`src/rtl/hcsr04_pkg.sv`:
```
// HC-SR04 ultrasonic sensor responder: shared FSM encoding and timing defaults.
// Also used by controller-side benches that emulate or check the sensor.
package hcsr04_pkg;

  typedef enum logic [2:0] {
    IDLE,
    TRIG,
    BURST,
    ECHO,
    HOLDOFF
  } state_e;

  localparam int unsigned CNT_W            = 21;
  localparam int unsigned CLK_HZ_DEF       = 27000000;
  localparam int unsigned MIN_TRIG_CYC_DEF = 270;
  localparam int unsigned BURST_CYC_DEF    = 5400;
  localparam int unsigned CYC_PER_CM_DEF   = 1566;
  localparam int unsigned MAX_CM_DEF       = 100;
  localparam int unsigned TIMEOUT_CYC_DEF  = 1026000;
  localparam int unsigned HOLDOFF_CYC_DEF  = 270000;

  // Out-of-range distances (0 or beyond max_cm) report as "no target".
  function automatic logic [CNT_W-1:0] echo_width(
    input logic [6:0]  cm,
    input int unsigned cyc_per_cm,
    input int unsigned max_cm,
    input int unsigned timeout
  );
    logic [CNT_W-1:0] w;
    if (cm != 7'd0 && 32'(cm) <= max_cm)
      w = CNT_W'(cyc_per_cm) * CNT_W'(cm);
    else
      w = CNT_W'(timeout);
    return w;
  endfunction

endpackage

```
`src/rtl/sync_2ff.sv`:
```
// Two-flop synchronizer for a single asynchronous level.
// Reset clears both stages.
module sync_2ff (
  input  logic clk,
  input  logic rst,
  input  logic d,
  output logic q
);

  logic meta_q, meta_d;
  logic sync_q, sync_d;

  always_comb begin
    meta_d = d;
    sync_d = meta_q;
  end

  always_ff @(posedge clk or posedge rst) begin
    if (rst) begin
      meta_q <= 1'b0;
      sync_q <= 1'b0;
    end else begin
      meta_q <= meta_d;
      sync_q <= sync_d;
    end
  end

  assign q = sync_q;

endmodule

```
`src/rtl/hcsr04_responder.sv`:
```
// Emulates an HC-SR04 sensor: validates trig width, waits the burst time,
// then returns an echo pulse proportional to distance_cm.
module hcsr04_responder
  import hcsr04_pkg::*;
#(
  parameter int unsigned CLK_HZ       = CLK_HZ_DEF,
  parameter int unsigned MIN_TRIG_CYC = MIN_TRIG_CYC_DEF,
  parameter int unsigned BURST_CYC    = BURST_CYC_DEF,
  parameter int unsigned CYC_PER_CM   = CYC_PER_CM_DEF,
  parameter int unsigned MAX_CM       = MAX_CM_DEF,
  parameter int unsigned TIMEOUT_CYC  = TIMEOUT_CYC_DEF,
  parameter int unsigned HOLDOFF_CYC  = HOLDOFF_CYC_DEF
) (
  input  logic       clk,
  input  logic       rst,
  input  logic       trig,
  input  logic [6:0] distance_cm,
  output logic       echo,
  output logic       busy,
  output logic       err_short_trig,
  output logic       meas_done
);

  localparam logic [CNT_W-1:0] MIN_C   = CNT_W'(MIN_TRIG_CYC);
  localparam logic [CNT_W-1:0] BURST_C = CNT_W'(BURST_CYC);
  localparam logic [CNT_W-1:0] HOLD_C  = CNT_W'(HOLDOFF_CYC);

  if (CLK_HZ == 0) begin : g_bad_clk
    $error("hcsr04_responder: CLK_HZ must be nonzero");
  end

  logic trig_s;
  logic trig_prev_q, trig_prev_d;
  logic rise, fall;

  state_e           state_q, state_d;
  logic [CNT_W-1:0] cnt_q, cnt_d;
  logic [CNT_W-1:0] width_q, width_d;
  logic [6:0]       cm_q, cm_d;
  logic             echo_q, echo_d;
  logic             busy_q, busy_d;
  logic             err_q, err_d;
  logic             done_q, done_d;

  sync_2ff u_sync (
    .clk (clk),
    .rst (rst),
    .d   (trig),
    .q   (trig_s)
  );

  assign rise = trig_s & ~trig_prev_q;
  assign fall = ~trig_s & trig_prev_q;

  always_comb begin
    state_d     = state_q;
    cnt_d       = cnt_q;
    width_d     = width_q;
    cm_d        = cm_q;
    err_d       = 1'b0;
    trig_prev_d = trig_s;
    unique case (state_q)
      IDLE: begin
        if (rise) begin
          state_d = TRIG;
          cnt_d   = CNT_W'(1);
        end
      end
      TRIG: begin
        if (fall) begin
          cnt_d = '0;
          if (cnt_q >= MIN_C) begin
            state_d = BURST;
            cm_d    = distance_cm;
          end else begin
            state_d = IDLE;
            err_d   = 1'b1;
          end
        end else if (cnt_q < MIN_C) begin
          cnt_d = cnt_q + CNT_W'(1);
        end
      end
      BURST: begin
        // Width is fixed here so the echo path only compares.
        if (cnt_q == '0)
          width_d = echo_width(cm_q, CYC_PER_CM, MAX_CM, TIMEOUT_CYC);
        if (cnt_q + CNT_W'(1) >= BURST_C) begin
          state_d = ECHO;
          cnt_d   = '0;
        end else begin
          cnt_d = cnt_q + CNT_W'(1);
        end
      end
      ECHO: begin
        if (cnt_q + CNT_W'(1) >= width_q) begin
          state_d = HOLDOFF;
          cnt_d   = '0;
        end else begin
          cnt_d = cnt_q + CNT_W'(1);
        end
      end
      HOLDOFF: begin
        if (cnt_q + CNT_W'(1) >= HOLD_C) begin
          state_d = IDLE;
          cnt_d   = '0;
        end else begin
          cnt_d = cnt_q + CNT_W'(1);
        end
      end
      default: begin
        state_d = IDLE;
        cnt_d   = '0;
      end
    endcase
  end

  // Outputs are registered from the current state, one cycle behind it.
  always_comb begin
    echo_d = (state_q == ECHO);
    busy_d = (state_q != IDLE);
    done_d = echo_q & (state_q != ECHO);
  end

  always_ff @(posedge clk or posedge rst) begin
    if (rst) begin
      state_q     <= IDLE;
      cnt_q       <= '0;
      width_q     <= '0;
      cm_q        <= '0;
      trig_prev_q <= 1'b0;
      echo_q      <= 1'b0;
      busy_q      <= 1'b0;
      err_q       <= 1'b0;
      done_q      <= 1'b0;
    end else begin
      state_q     <= state_d;
      cnt_q       <= cnt_d;
      width_q     <= width_d;
      cm_q        <= cm_d;
      trig_prev_q <= trig_prev_d;
      echo_q      <= echo_d;
      busy_q      <= busy_d;
      err_q       <= err_d;
      done_q      <= done_d;
    end
  end

  assign echo           = echo_q;
  assign busy           = busy_q;
  assign err_short_trig = err_q;
  assign meas_done      = done_q;

endmodule

```
`config.mk`:
```
export PLATFORM = sky130hd
export DESIGN_NAME = hcsr04_responder
export DESIGN_NICKNAME = d
export VERILOG_FILES = /design/src/rtl/hcsr04_pkg.sv /design/src/rtl/sync_2ff.sv /design/src/rtl/hcsr04_responder.sv
export SDC_FILE = /design/constraint.sdc
export NUM_CORES = 1
export LEC_CHECK = 0
export ABC_AREA = 1
export BUFFER_PORTS_ARGS = -buffer_cell sky130_fd_sc_hd__buf_2
export CORE_MARGIN = 8
export CORE_UTILIZATION = 55
export DETAILED_ROUTE_END_ITERATION = 6
export PLACE_DENSITY = 0.75
export SKIP_CTS_REPAIR_TIMING = 1
export SYNTH_ARGS = -nofsm -noshare
export SYNTH_HDL_FRONTEND = slang
export SYNTH_HIERARCHICAL = 1
export SYNTH_SLANG_ARGS = --single-unit
```
`constraint.sdc`:
```
create_clock -name clk -period 4.05 [get_ports clk]
set_clock_uncertainty 0.15 [all_clocks]
set_input_delay 0.2025 -clock clk [delete_from_list [all_inputs] [get_ports clk]]
set_output_delay 0.2025 -clock clk [all_outputs]
set_load 0.005 [all_outputs]
```
; After elaboration in Yosys (flattened, before gate mapping)
; Index checks and enable logic that the tools add are counted.
[word_totals]
reg_bits = 59
input_bits = 10
out_inout_bits = 4
word_cells = 62
[op_classes]
addsub = 1
n_mul = 1
magnitude_cmp = 6
eq_ne = 11
n_mux = 18
bitwise = 5
reduce_logical = 9
[op_table]
columns = cell, count
row1 = $mux 21, 6
row2 = $pmux 21 s5, 1
row3 = $add 21x1->21 const B, 1
row4 = $ge 21x13->1 const B, 1
row5 = $ge 21x19->1 const B, 1
row6 = $ge 21x21->1, 1
row7 = $ge 21x9->1 const B, 1
row8 = $logic_not 21->1, 1
row9 = $lt 21x9->1 const B, 1
row10 = $mux 20, 1
row11 = $mul 10x7->17 const A, 1
row12 = $mux 3, 5
row13 = $pmux 3 s5, 1
row14 = $ne 2x2->1 const B, 4
row15 = $le 7x7->1 const B, 1
row16 = $reduce_bool 7->1, 1
row17 = $eq 3x2->1 const B, 2
row18 = $reduce_and 5->1, 1
row19 = $reduce_and 2->1, 2
row20 = $and 1x1->1, 3
row21 = $eq 3x1->1 const B, 1
row22 = $eq 3x3->1 const B, 1
row23 = $logic_not 3->1, 1
row24 = $mux 1, 3
row25 = 8 further kinds, 9

; Longest topological paths before layout
; Gate-level depths: netlist of the first run.
[depth]
depth_word = 4
mapped_depth = 27
mapped_depth_nobuf = 26

; Cells and area by module
; Netlist of the first run, hierarchy kept.
[by_module_without_submodules]
columns = module, instances, cells_per_inst, area_each_um2, seq_area_each_um2
row1 = hcsr04_responder, 1, 637, 4931.0, 1351.3
row2 = sync_2ff, 1, 3, 53.8, 50.0

; Worst setup path after synthesis of the first run
; Ideal clock, no wire load.
[synth_timing]
kind = flip-flop to flip-flop
startpoint = register cm_q[4]
endpoint = register width_q[14]
setup_time_ns = 0.080
arrival_ns = 3.665
required_time_ns = 3.820
setup_slack_ns = 0.154
path_stages_with_launch = 17
path_buffers = 0
period_less_slack_ns = 3.896
cell_sequence = dfrtp_1 -> fa_1 -> inv_1 -> fa_1 -> inv_1 -> fa_1 -> ha_1 -> ha_1 -> inv_1 -> nor3_1 -> a21oi_1 -> o21ai_0 -> nand2_1 -> a21oi_1 -> o21ai_0 -> a21oi_1 -> o21bai_1
[synth_between]
elab_chain_len = 3
elab_cells_between_ends = 5
cone_classes = mul: 1 / order compare: 1 / mux: 1 / reduce/logical: 2
[synth_lines]
columns = item, line
row1 = from (decl), hcsr04_responder.sv:39  ; logic [6:0] cm_q, cm_d;
row2 = from (signal assigned), hcsr04_responder.sv:139  ; cm_q <= cm_d;
row3 = branches (longest 2 deep; another with $mul 10x7->17), -
row4 = $mux 20 *, hcsr04_pkg.sv:30  ; if (cm != 7'd0 && 32'(cm) <= max_cm)
row5 = to (signal assigned), hcsr04_responder.sv:138  ; width_q <= width_d;
row6 = to (decl), hcsr04_responder.sv:38  ; logic [CNT_W-1:0] width_q, width_d;
; Mark *: on every way between the ends.
; A chain may end at the register's enable or synchronous reset.

; Worst setup path in the final report of the first run
[layout_timing]
startpoint = register cm_q[4]
endpoint = register width_q[17]
; The elaborated chain is that of the path after synthesis.

==> flow_summary.toml, run 1 <==
[run_status]
status = "complete, no violations"

[logic_synthesis]
synth_area_leader_cell = "sky130_fd_sc_hd__dfrtp_1"
post_synth_edffs = 0
netlist-cell-type-count = 45
synth.avg_cell_area_sq_um = 7.79
synthFlopType = "sky130_fd_sc_hd__dfrtp_1"
yosysWarnings = 6
yosysTopAreaCellShare = 0.281
postSynthNetCount = 732
synthArstFlopShare = 1.00
synth_sequential_area_ratio = 0.281
netlist_instances = 640
mappedNetlistArea_sq_mm = 0.00498
synth.area.top_cells = "sky130_fd_sc_hd__dfrtp_1 (28%), sky130_fd_sc_hd__ha_1 (18%), sky130_fd_sc_hd__nand2_1 (9.9%)"
yosys_register_bits = 56

[routing]
detail_route.vias_per_cell = 5.47
final_antenna_net_count = 0
drc = 0
finalWirelength_mm = 12.3
num_vias = 4301
first_pass_iters = 4
first_iter_violations = 198
post_drt_wl_per_cell_um = 15.6

[global_routing]
gr-total-overflow = 0
grt_antenna_before_repair = 0
grt.busiest_layer = "met2"
grt.met1_usage = 0.225
grt_max_degree = 55
wire_length_of_the_first_global_routing_pass_mm = 20.2
grt.met2_usage = 0.356
grt_use_met3 = 0.0244
overall_global_routing_resource_usage = 0.196
first_global_vias = 4318

[critical_path]
worst-setup-path-type = "flip-flop to flip-flop"
data_arrival_time_of_the_worst_path_ns = 3.98
required_ns = 4.13
worstSetupEndpointType = "flip-flop"
startpoint_kind_of_the_worst_setup_timing_path = "flip-flop"
crit_fanout = 3

[cells_and_area]
area_growth_pct = 10.4
finish.instance_area_sq_mm = 0.00550
diodes = 0
area_taken_by_flip_flops_and_latches_sq_mm = 0.00140
area_taken_by_multi_input_logic_gates_sq_mm = 0.00319
layout.cells.most_common_list = "sky130_fd_sc_hd__nand2_1 (130), sky130_fd_sc_hd__inv_1 (105), sky130_fd_sc_hd__ha_1 (68)"
layout.nets = 769
mostFrequentLayoutCell = "sky130_fd_sc_hd__nand2_1"
final_layout_size_suffix_gt1_frac = 0.139
nFillCells = 784

[clocking]
path_clk_slew_ns = 0.11
cts_num_sinks = 56
cts_max_path_buffers = 2
clock_latency_ns = 0.32
number_of_clock_buffers_inserted_by_tritoncts = 5
clock_tree_from_tritoncts = "yes"
cts-htree-levels = 2
cts_root_buf = "sky130_fd_sc_hd__clkbuf_8"

[placed_design]
detailedPlace.worstSlack_ns = 0.0377
port-buffer-count = 13
post-dp-hpwl_mm = 10.0
place_area_sq_mm = 0.00525
gp_routability_congestion = 0.935

[die]
die_area_sq_mm = 0.0124
placeableCoreArea_sq_mm = 0.00876
io_pins = 14
dieWidth_um = 111
floorplan.initialDensity = 0.569
die-height_um = 111
placement_rows = 34

[run]
drv_cap = 0

[worst_hold_path]
min_path_type = "input pin to asynchronous set/reset pin"

[sta]
finalWorstSetupSlack_ns = 0.147
min_cycle_time_layout_ns = 3.90
share_of_the_clock_period_used_by_the_worst_path = 0.964
clock.fmax_mhz = 256
final_hold_vio_count = 0
setup-violations-final = 0
timing.final.max_slew_violations = 0
relSlewSlack = 0.467
pin_slew_with_the_least_headroom_to_its_limit_ns = 0.790
tns_ns = 0

[power]
peakVddDrop_uv = 140
p_leak_uw = 0.00282
power.density_cell_area_mw_per_mm2 = 244
==> metal layers <==
| metal | vias up | part of all wire |
|---|---|---|
| met5 | - | 0 |
| met4 | 0 | 0.033 |
| met3 | 31 | 0.027 |
| met2 | 78 | 0.52 |
| met1 | 2026 | 0.42 |
| li1 | 2166 | - |
==> state kept, by name (all words and copies together) (netlist names) <==
| signal | cells |
|---|---|
| cnt_q | 21 |
| cm_q | 7 |
| trig_prev_q | 1 |
| state_q | 3 |
| u_sync/q | 1 |
| u_sync/meta_q | 1 |
| meas_done | 1 |
| echo | 1 |
| width_q | 18 |
| busy | 1 |
| err_short_trig | 1 |
==> where the power goes <==
group	total, uW	switching [uW]	internal (uW)
logic	384	265	119
clock network	330	205	125
registers	627	41.4	585
total	1340	511	829
==> final cells by class <==
class                           instances  share of cell area
Inverter                              113              0.0771
Multi-Input combinational cell        465               0.580
Clock buffer                            5              0.0125
Tap cell                              108              0.0246
Clock inverter                          3             0.00409
Sequential cell                        56               0.255
Timing Repair Buffer                   36              0.0473
==> critical path: stages, from the launching register on <==
cell	delay, ns
sky130_fd_sc_hd__dfrtp_1	0.42
sky130_fd_sc_hd__fa_1	0.56
sky130_fd_sc_hd__inv_1	0.06
sky130_fd_sc_hd__fa_1	0.47
sky130_fd_sc_hd__inv_1	0.05
sky130_fd_sc_hd__fa_1	0.48
sky130_fd_sc_hd__ha_4	0.19
sky130_fd_sc_hd__ha_4	0.27
sky130_fd_sc_hd__inv_1	0.05
sky130_fd_sc_hd__o21bai_1	0.16
sky130_fd_sc_hd__nand3_1	0.09
sky130_fd_sc_hd__nand2_1	0.10
sky130_fd_sc_hd__nand2_1	0.06
sky130_fd_sc_hd__o2111ai_1	0.11
sky130_fd_sc_hd__a31oi_1	0.15
sky130_fd_sc_hd__or2_2	0.29
sky130_fd_sc_hd__a32oi_1	0.17
==> final timing paths <==
check / from / to / slack (ns) / cells after the start
max: cm_q[4]$_DFFE_PP0P_ / width_q[17]$_DFFE_PP0P_ / 0.15 / 16
min: rst / u_sync/q$_DFF_PP0_ / 0.13 / 3
max reg2reg: cm_q[4]$_DFFE_PP0P_ / width_q[17]$_DFFE_PP0P_ / 0.15 / 16
min reg2reg: u_sync/q$_DFF_PP0_ / trig_prev_q$_DFF_PP0_ / 0.24 / 0
max in group asynchronous: rst / cnt_q[16]$_DFFE_PP0P_ / 2.79 / 4
min in group clk: u_sync/q$_DFF_PP0_ / trig_prev_q$_DFF_PP0_ / 0.24 / 0
==> metrics by stage <==
step / power, uW / cells / utilization / hold WS (ns)
finish: 1340 / 786 / 0.628 / 0.130
floorplan: 914 / 640 / - / -0.206
global route: 1410 / 786 / 0.628 / 0.145
detailed placement: 1010 / 769 / 0.599 / -0.0674
CTS: 1340 / 777 / 0.610 / -0.424
global placement: 999 / 769 / 0.599 / -0.0826
==> synth_stat cells, drive strengths merged, types with 2 or more instances <==
library cell / instances
a21oi: 27
nand3: 36
nor4: 2
buf: 4
or2: 5
nor3: 9
dfrtp: 56
nand2: 142
o22ai: 17
ha: 73
xnor2: 2
o21bai: 5
fa: 9
a21o: 2
inv: 111
xor2: 11
a31oi: 3
o21ai: 30
nor2: 66
clkinv: 2
o211ai: 2
clkbuf: 2
a22oi: 3
a32oi: 4
nand4: 12
==> logic make-up after synthesis <==
| group | share of synthesized area |
|---|---|
| and+or+nand+nor | 0.251 |
| buffers and inverters | 0.0931 |
| AOI/OAI and AO/OA | 0.129 |
| adders and majority gates | 0.219 |
| DFF | 0.281 |
| xor gates and xnor gates | 0.0259 |
(Power assumes the default switching activity.)
==> run 2: changes to the inputs <==
--- a/config.mk
+++ b/config.mk
@@ -8,9 +8,9 @@
 export ABC_AREA = 1
 export BUFFER_PORTS_ARGS = -buffer_cell sky130_fd_sc_hd__buf_2
 export CORE_MARGIN = 8
-export CORE_UTILIZATION = 55
+export CORE_UTILIZATION = 35
 export DETAILED_ROUTE_END_ITERATION = 6
-export PLACE_DENSITY = 0.75
+export PLACE_DENSITY = 0.53
 export SKIP_CTS_REPAIR_TIMING = 1
 export SYNTH_ARGS = -nofsm -noshare
 export SYNTH_HDL_FRONTEND = slang
==> run 2 against run 1 <==
  * Die area is 48% higher
  * Highest routed layer unchanged
  * Cell count is 9.9% higher
  * Register-to-register slack hardly changed
  * First-iteration DRC count is 8.6% higher
  * Largest cell class unchanged
  * Total power is 15% higher
  * Fmax is 0.19% higher
  * Clock power is 56% higher
  * Critical path type unchanged
  * Worst hold slack better by 0.0047 ns
  * Routed wire length is 3.8% higher
  * Sequential power is 3% lower
  * Non-clock buffer count is 6 higher
  * Cell area is 4.5% higher
==> flow_summary.toml, run 2 (synthesis gave the netlist of run 1 again) <==
[sta]
tns_ns = 0
setup-violations-final = 0
relSlewSlack = 0.422
pin_slew_with_the_least_headroom_to_its_limit_ns = 0.863
clock.fmax_mhz = 257
unrepaired_setup_endpoints_after_global_routing = "false"
share_of_the_clock_period_used_by_the_worst_path = 0.962
min_cycle_time_layout_ns = 3.90
timing.final.max_slew_violations = 0
final_hold_vio_count = 0

[clocking]
clock_latency_ns = 0.31
path_clk_slew_ns = 0.08
number_of_clock_buffers_inserted_by_tritoncts = 5
cts_num_sinks = 56
cts_max_path_buffers = 2
clock_tree_from_tritoncts = "yes"
cts-htree-levels = 2
cts_root_buf = "sky130_fd_sc_hd__clkbuf_16"

[die]
placement_rows = 43
floorplan.initialDensity = 0.359
placeableCoreArea_sq_mm = 0.0139
die-height_um = 135
die_area_sq_mm = 0.0183
io_pins = 14
dieWidth_um = 135

[routing]
num_vias = 4240
final_antenna_net_count = 0
first_pass_iters = 4
drc = 0
detail_route.vias_per_cell = 4.91
finalWirelength_mm = 12.8
post_drt_wl_per_cell_um = 14.8
first_iter_violations = 215

[cells_and_area]
area_taken_by_flip_flops_and_latches_sq_mm = 0.00140
reg.largest.list = "cnt_q (21), width_q (18), cm_q (7)"
area_taken_by_multi_input_logic_gates_sq_mm = 0.00323
diodes = 0
layout.cells.most_common_list = "sky130_fd_sc_hd__nand2_1 (129), sky130_fd_sc_hd__inv_1 (107), sky130_fd_sc_hd__ha_1 (67)"
mostFrequentLayoutCell = "sky130_fd_sc_hd__nand2_1"
nFillCells = 1407
final_layout_size_suffix_gt1_frac = 0.154
largest_reg_flops = 21
top_register = "cnt_q"
area_growth_pct = 15.4
layout.nets = 775

[global_routing]
grt_antenna_before_repair = 0
overall_global_routing_resource_usage = 0.142
grt_max_degree = 55
gr-total-overflow = 0
wire_length_of_the_first_global_routing_pass_mm = 20.8
first_global_vias = 4268

[critical_path]
worst-setup-path-type = "flip-flop to flip-flop"
critical_path.max_stage_delay_ns = 0.57
crit_fanout = 3
data_arrival_time_of_the_worst_path_ns = 3.95
critical-path-slowest-cell = "sky130_fd_sc_hd__fa_1"
cp_cell_sequence = "fa_1 -> inv_1 -> fa_1 -> inv_1 -> fa_2 -> ha_4 -> ha_4 -> buf_4 -> nand2_1 -> nor2_2 -> nand3_1 -> o2111ai_2 -> a31oi_1 -> or2_2 -> a32oi_1"
required_ns = 4.11
startpoint_kind_of_the_worst_setup_timing_path = "flip-flop"
worstSetupEndpointType = "flip-flop"

[power]
power.density_cell_area_mw_per_mm2 = 268
peakVddDrop_uv = 217
total_design_power_uw = 1540
p_leak_uw = 0.00288

[placed_design]
post-dp-hpwl_mm = 10.2
port-buffer-count = 13
gp_routability_congestion = 0.914

[run]
drv_cap = 0

[run_status]
status = "complete, no violations"

[worst_hold_path]
min_path_type = "input pin to asynchronous set/reset pin"
-- run 2: cell types whose count changed in the layout (fill, tap and decap cells not counted), moves of 2 or more --
cell	change
sky130_fd_sc_hd__clkbuf_8	-5
sky130_fd_sc_hd__clkbuf_16	+5
sky130_fd_sc_hd__o21ai_1	-2
sky130_fd_sc_hd__inv_1	+2
sky130_fd_sc_hd__buf_4	+6
sky130_fd_sc_hd__o21ai_2	+2
sky130_fd_sc_hd__inv_2	-2
-- run 2: final timing paths --
kind	from	end	slack (ns)	depth (start not counted)
worst max-delay path	cm_q[6]$_DFFE_PP0P_	width_q[17]$_DFFE_PP0P_	0.15	15
worst min-delay path	rst	u_sync/meta_q$_DFF_PP0_	0.13	3
worst max register to register	cm_q[6]$_DFFE_PP0P_	width_q[17]$_DFFE_PP0P_	0.15	15
worst min register to register	u_sync/meta_q$_DFF_PP0_	u_sync/q$_DFF_PP0_	0.21	0
max in group asynchronous	rst	cnt_q[11]$_DFFE_PP0P_	2.78	4
min in group clk	u_sync/meta_q$_DFF_PP0_	u_sync/q$_DFF_PP0_	0.21	0
-- run 2: cell type report --
class | instances | share of cell area
Tap cell | 180 | 0.0392
Timing Repair Buffer | 42 | 0.0531
Multi-Input combinational cell | 465 | 0.561
Clock buffer | 5 | 0.0218
Sequential cell | 56 | 0.244
Inverter | 113 | 0.0737
Clock inverter | 3 | 0.00740
-- run 2: metrics by stage --
step / util / cell area (sq um) / std cells / worst slack [ns] / hold slack (ns)
finish: 0.414 / 5750 / 864 / 0.154 / 0.135
CTS: 0.399 / 5550 / 854 / -0.0412 / -0.414
global route: 0.414 / 5750 / 864 / 0.0190 / 0.154
global placement: 0.387 / 5380 / 846 / 0.0656 / -0.0834
detailed placement: 0.387 / 5380 / 846 / -0.00398 / -0.0777
floorplan: - / 4980 / 640 / 0.154 / -0.206
-- run 2: worst max-delay path: cells and delay by family (launching register included) --
family / cells / cell delay (ns)
adder cells (fa/ha/maj): 5 / 2.06
AO/OA/AOI/OAI: 3 / 0.40
flip-flops: 1 / 0.41
buffers and inverters: 3 / 0.22
AND/OR/NAND/NOR: 4 / 0.57
-- run 2: layer usage --
layer,track usage,part of all wire
met1,0.166,0.45
met2,0.246,0.49
met3,0.0223,0.026
met4,0.0691,0.034
met5,0,0
-- run 2: report_power, final --
group	internal [uW]	switching, uW
clock network	292	225
registers	585	25.2
logic	128	289
==> run 3: changes to the inputs <==
--- a/config.mk
+++ b/config.mk
@@ -5,12 +5,10 @@
 export SDC_FILE = /design/constraint.sdc
 export NUM_CORES = 1
 export LEC_CHECK = 0
-export ABC_AREA = 1
 export BUFFER_PORTS_ARGS = -buffer_cell sky130_fd_sc_hd__buf_2
-export CORE_MARGIN = 8
-export CORE_UTILIZATION = 35
+export CORE_UTILIZATION = 58
 export DETAILED_ROUTE_END_ITERATION = 6
-export PLACE_DENSITY = 0.53
+export PLACE_DENSITY = 0.79
 export SKIP_CTS_REPAIR_TIMING = 1
 export SYNTH_ARGS = -nofsm -noshare
 export SYNTH_HDL_FRONTEND = slang
==> run 3 against run 2 <==
  * Non-clock buffer count rose by 32
  * Synthesized area rose by 0.83%
  * Sequential power down 1%
  * Sequential cell count did not move
==> flow_summary.toml, run 3 <==
[die]
die_area_sq_mm = 0.00904
dieWidth_um = 95.1
placement_rows = 33
floorplan.initialDensity = 0.606
io_pins = 14
die-height_um = 95.1
placeableCoreArea_sq_mm = 0.00830

[global_routing]
first_global_vias = 4213
overall_global_routing_resource_usage = 0.286
grt_antenna_before_repair = 0
gr-total-overflow = 0
wire_length_of_the_first_global_routing_pass_mm = 20.0
grt_max_degree = 55

[logic_synthesis]
postSynthNetCount = 657
synth.area.top_cells = "sky130_fd_sc_hd__dfrtp_1 (28%), sky130_fd_sc_hd__ha_1 (18%), sky130_fd_sc_hd__nand2_1 (4.3%)"
synthArstFlopShare = 1.00
yosysTopAreaCellShare = 0.279
netlist-cell-type-count = 61
most_numerous_cell_types_in_the_synthesized_netlist = "sky130_fd_sc_hd__ha_1 (73), sky130_fd_sc_hd__nand2_1 (57), sky130_fd_sc_hd__dfrtp_1 (56)"
mappedNetlistArea_sq_mm = 0.00503
yosys_register_bits = 56
synthFlopType = "sky130_fd_sc_hd__dfrtp_1"
synth.avg_cell_area_sq_um = 8.90
netlist_instances = 565
synth_sequential_area_ratio = 0.279
post_synth_edffs = 0
yosysWarnings = 6
synth_area_leader_cell = "sky130_fd_sc_hd__dfrtp_1"
synth_most_common_cell = "sky130_fd_sc_hd__ha_1"

[power]
power.density_cell_area_mw_per_mm2 = 299
p_leak_uw = 0.00287
total_design_power_uw = 1780
peakVddDrop_uv = 208

[cells_and_area]
top_register = "cnt_q"
final_layout_size_suffix_gt1_frac = 0.227
layout.nets = 713
area_growth_pct = 18.6
area_taken_by_multi_input_logic_gates_sq_mm = 0.00355
diodes = 0
layout.cells.most_common_list = "sky130_fd_sc_hd__ha_1 (66), sky130_fd_sc_hd__nand2_1 (56), sky130_fd_sc_hd__inv_1 (51)"
mostFrequentLayoutCell = "sky130_fd_sc_hd__ha_1"
nFillCells = 599
post-route-util = 0.718
area_taken_by_flip_flops_and_latches_sq_mm = 0.00141
reg.largest.list = "cnt_q (21), width_q (18), cm_q (7)"
largest_reg_flops = 21

[sta]
finalWorstSetupSlack_ns = 0.0914
clock.fmax_mhz = 253
pin_slew_with_the_least_headroom_to_its_limit_ns = 0.740
share_of_the_clock_period_used_by_the_worst_path = 0.977
min_cycle_time_layout_ns = 3.96
timing.final.max_slew_violations = 0
tns_ns = 0
setup-violations-final = 0
final_hold_vio_count = 0
relSlewSlack = 0.506

[clocking]
cts_root_buf = "sky130_fd_sc_hd__clkbuf_8"
cts_num_sinks = 56
clock_latency_ns = 0.33
clock_tree_from_tritoncts = "yes"
cts_max_path_buffers = 2
cts-htree-levels = 2
number_of_clock_buffers_inserted_by_tritoncts = 5
path_clk_slew_ns = 0.10

[routing]
finalWirelength_mm = 12.7
post_drt_wl_per_cell_um = 17.5
first_iter_violations = 138
first_pass_iters = 4
detail_route.vias_per_cell = 5.98
num_vias = 4348
final_antenna_net_count = 0
drc = 0

[placed_design]
port-buffer-count = 13
detailedPlace.worstSlack_ns = -0.108
post-dp-hpwl_mm = 9.39
gp_routability_congestion = 0.931

[run]
drv_cap = 0

[critical_path]
ff_to_ff_path_depth = 15
crit_fanout = 3
startpoint = "cm_q[6]$_DFFE_PP0P_"
r2r_start = "cm_q[6]$_DFFE_PP0P_"
worst-r2r-setup-slack_ns = 0.09
worstSetupEndpointType = "flip-flop"
startpoint_kind_of_the_worst_setup_timing_path = "flip-flop"
data_arrival_time_of_the_worst_path_ns = 4.05
required_ns = 4.14
worstReg2RegEnd = "width_q[16]$_DFFE_PP0P_"
worst-setup-path-type = "flip-flop to flip-flop"

[run_status]
status = "complete, no violations"

[worst_hold_path]
min_path_type = "input pin to asynchronous set/reset pin"
run 3: cell count changes in the layout (fill, tap and decap cells not counted), sizes merged, moves of 7 or more:
cell	delta
a21o	+7
o22ai	-14
nand2b	+10
buf	+32
nand3	-16
xnor2	+13
nand2	-84
inv	-57
nor2	-39
or3	+8
and3	+8
mux2	+7
nor4	+8
run 3: kinds of logic (layout without fill, tap and decap cells):
| kind of cell | Yosys count | count (layout) | share of synthesized area |
|---|---|---|---|
| muxes | 10 | 10 | 0.0269 |
| DFF | 56 | 56 | 0.279 |
| and+or+nand+nor | 192 | 192 | 0.209 |
| adders and majority gates | 82 | 82 | 0.218 |
| xor gates and xnor gates | 30 | 30 | 0.0550 |
| AOI/OAI and AO/OA | 117 | 117 | 0.150 |
| buffers and inverters | 78 | 135 | 0.0635 |
run 3: per-layer routing:
layer | vias up | part of all wire | global-route usage | wire, um
li1 | 2114 | - | - | -
met4 | 0 | 0.034 | 0.135 | 435
met2 | 100 | 0.51 | 0.498 | 6520
met3 | 26 | 0.031 | 0.0407 | 389
met5 | - | 0 | 0 | 0
met1 | 2108 | 0.42 | 0.347 | 5390
run 3: power breakdown:
part	internal (uW)	switching [uW]
registers	579	23.6
logic	383	467
clock network	125	204
run 3: layout make-up:
class	count	area share
timing repair buffer	74	0.0968
sequential	56	0.237
clock inverter	3	0.00378
inverter	53	0.0338
tap	105	0.0220
multi-input combinational	431	0.596
clock buffer	5	0.0115
run 3: worst max path at each step:
stage / endpoint / slack [ns] / depth (start not counted)
5_1_grt: width_q[16]$_DFFE_PP0P_ / -0.08 / 17
3_5_place_dp: cm_q[0]$_DFFE_PP0P_ / -0.11 / 15
2_1_floorplan: cm_q[0]$_DFFE_PP0P_ / 0.06 / 16
4_1_cts: cm_q[0]$_DFFE_PP0P_ / -0.15 / 15
3_3_place_gp: cm_q[2]$_DFFE_PP0P_ / 0.01 / 15
6_report: width_q[16]$_DFFE_PP0P_ / 0.09 / 15
run 3: per-stage QoR:
| stage | cell area [sq um] | cells | hold WS [ns] |
|---|---|---|---|
| final | 5960 | 727 | 0.137 |
| after CTS | 5540 | 710 | -0.428 |
| after floorplan | 5030 | 565 | -0.206 |
| after global routing | 5960 | 727 | 0.143 |
| after global placement | 5450 | 702 | -0.0837 |
| after detailed placement | 5450 | 702 | -0.0787 |
run 3: worst max-delay path: stages (launching register included):
cell and delay [ns]:
sky130_fd_sc_hd__dfrtp_1 0.42, sky130_fd_sc_hd__fa_1 0.59, sky130_fd_sc_hd__inv_1 0.06, sky130_fd_sc_hd__fa_1 0.47, sky130_fd_sc_hd__inv_1 0.05, sky130_fd_sc_hd__fa_1 0.54
sky130_fd_sc_hd__ha_4 0.22, sky130_fd_sc_hd__ha_4 0.27, sky130_fd_sc_hd__nor3_2 0.04, sky130_fd_sc_hd__nor2_1 0.14, sky130_fd_sc_hd__nand3_1 0.15, sky130_fd_sc_hd__a31oi_2 0.24
sky130_fd_sc_hd__a21o_1 0.17, sky130_fd_sc_hd__a21oi_2 0.06, sky130_fd_sc_hd__xor2_1 0.14, sky130_fd_sc_hd__a22oi_1 0.15
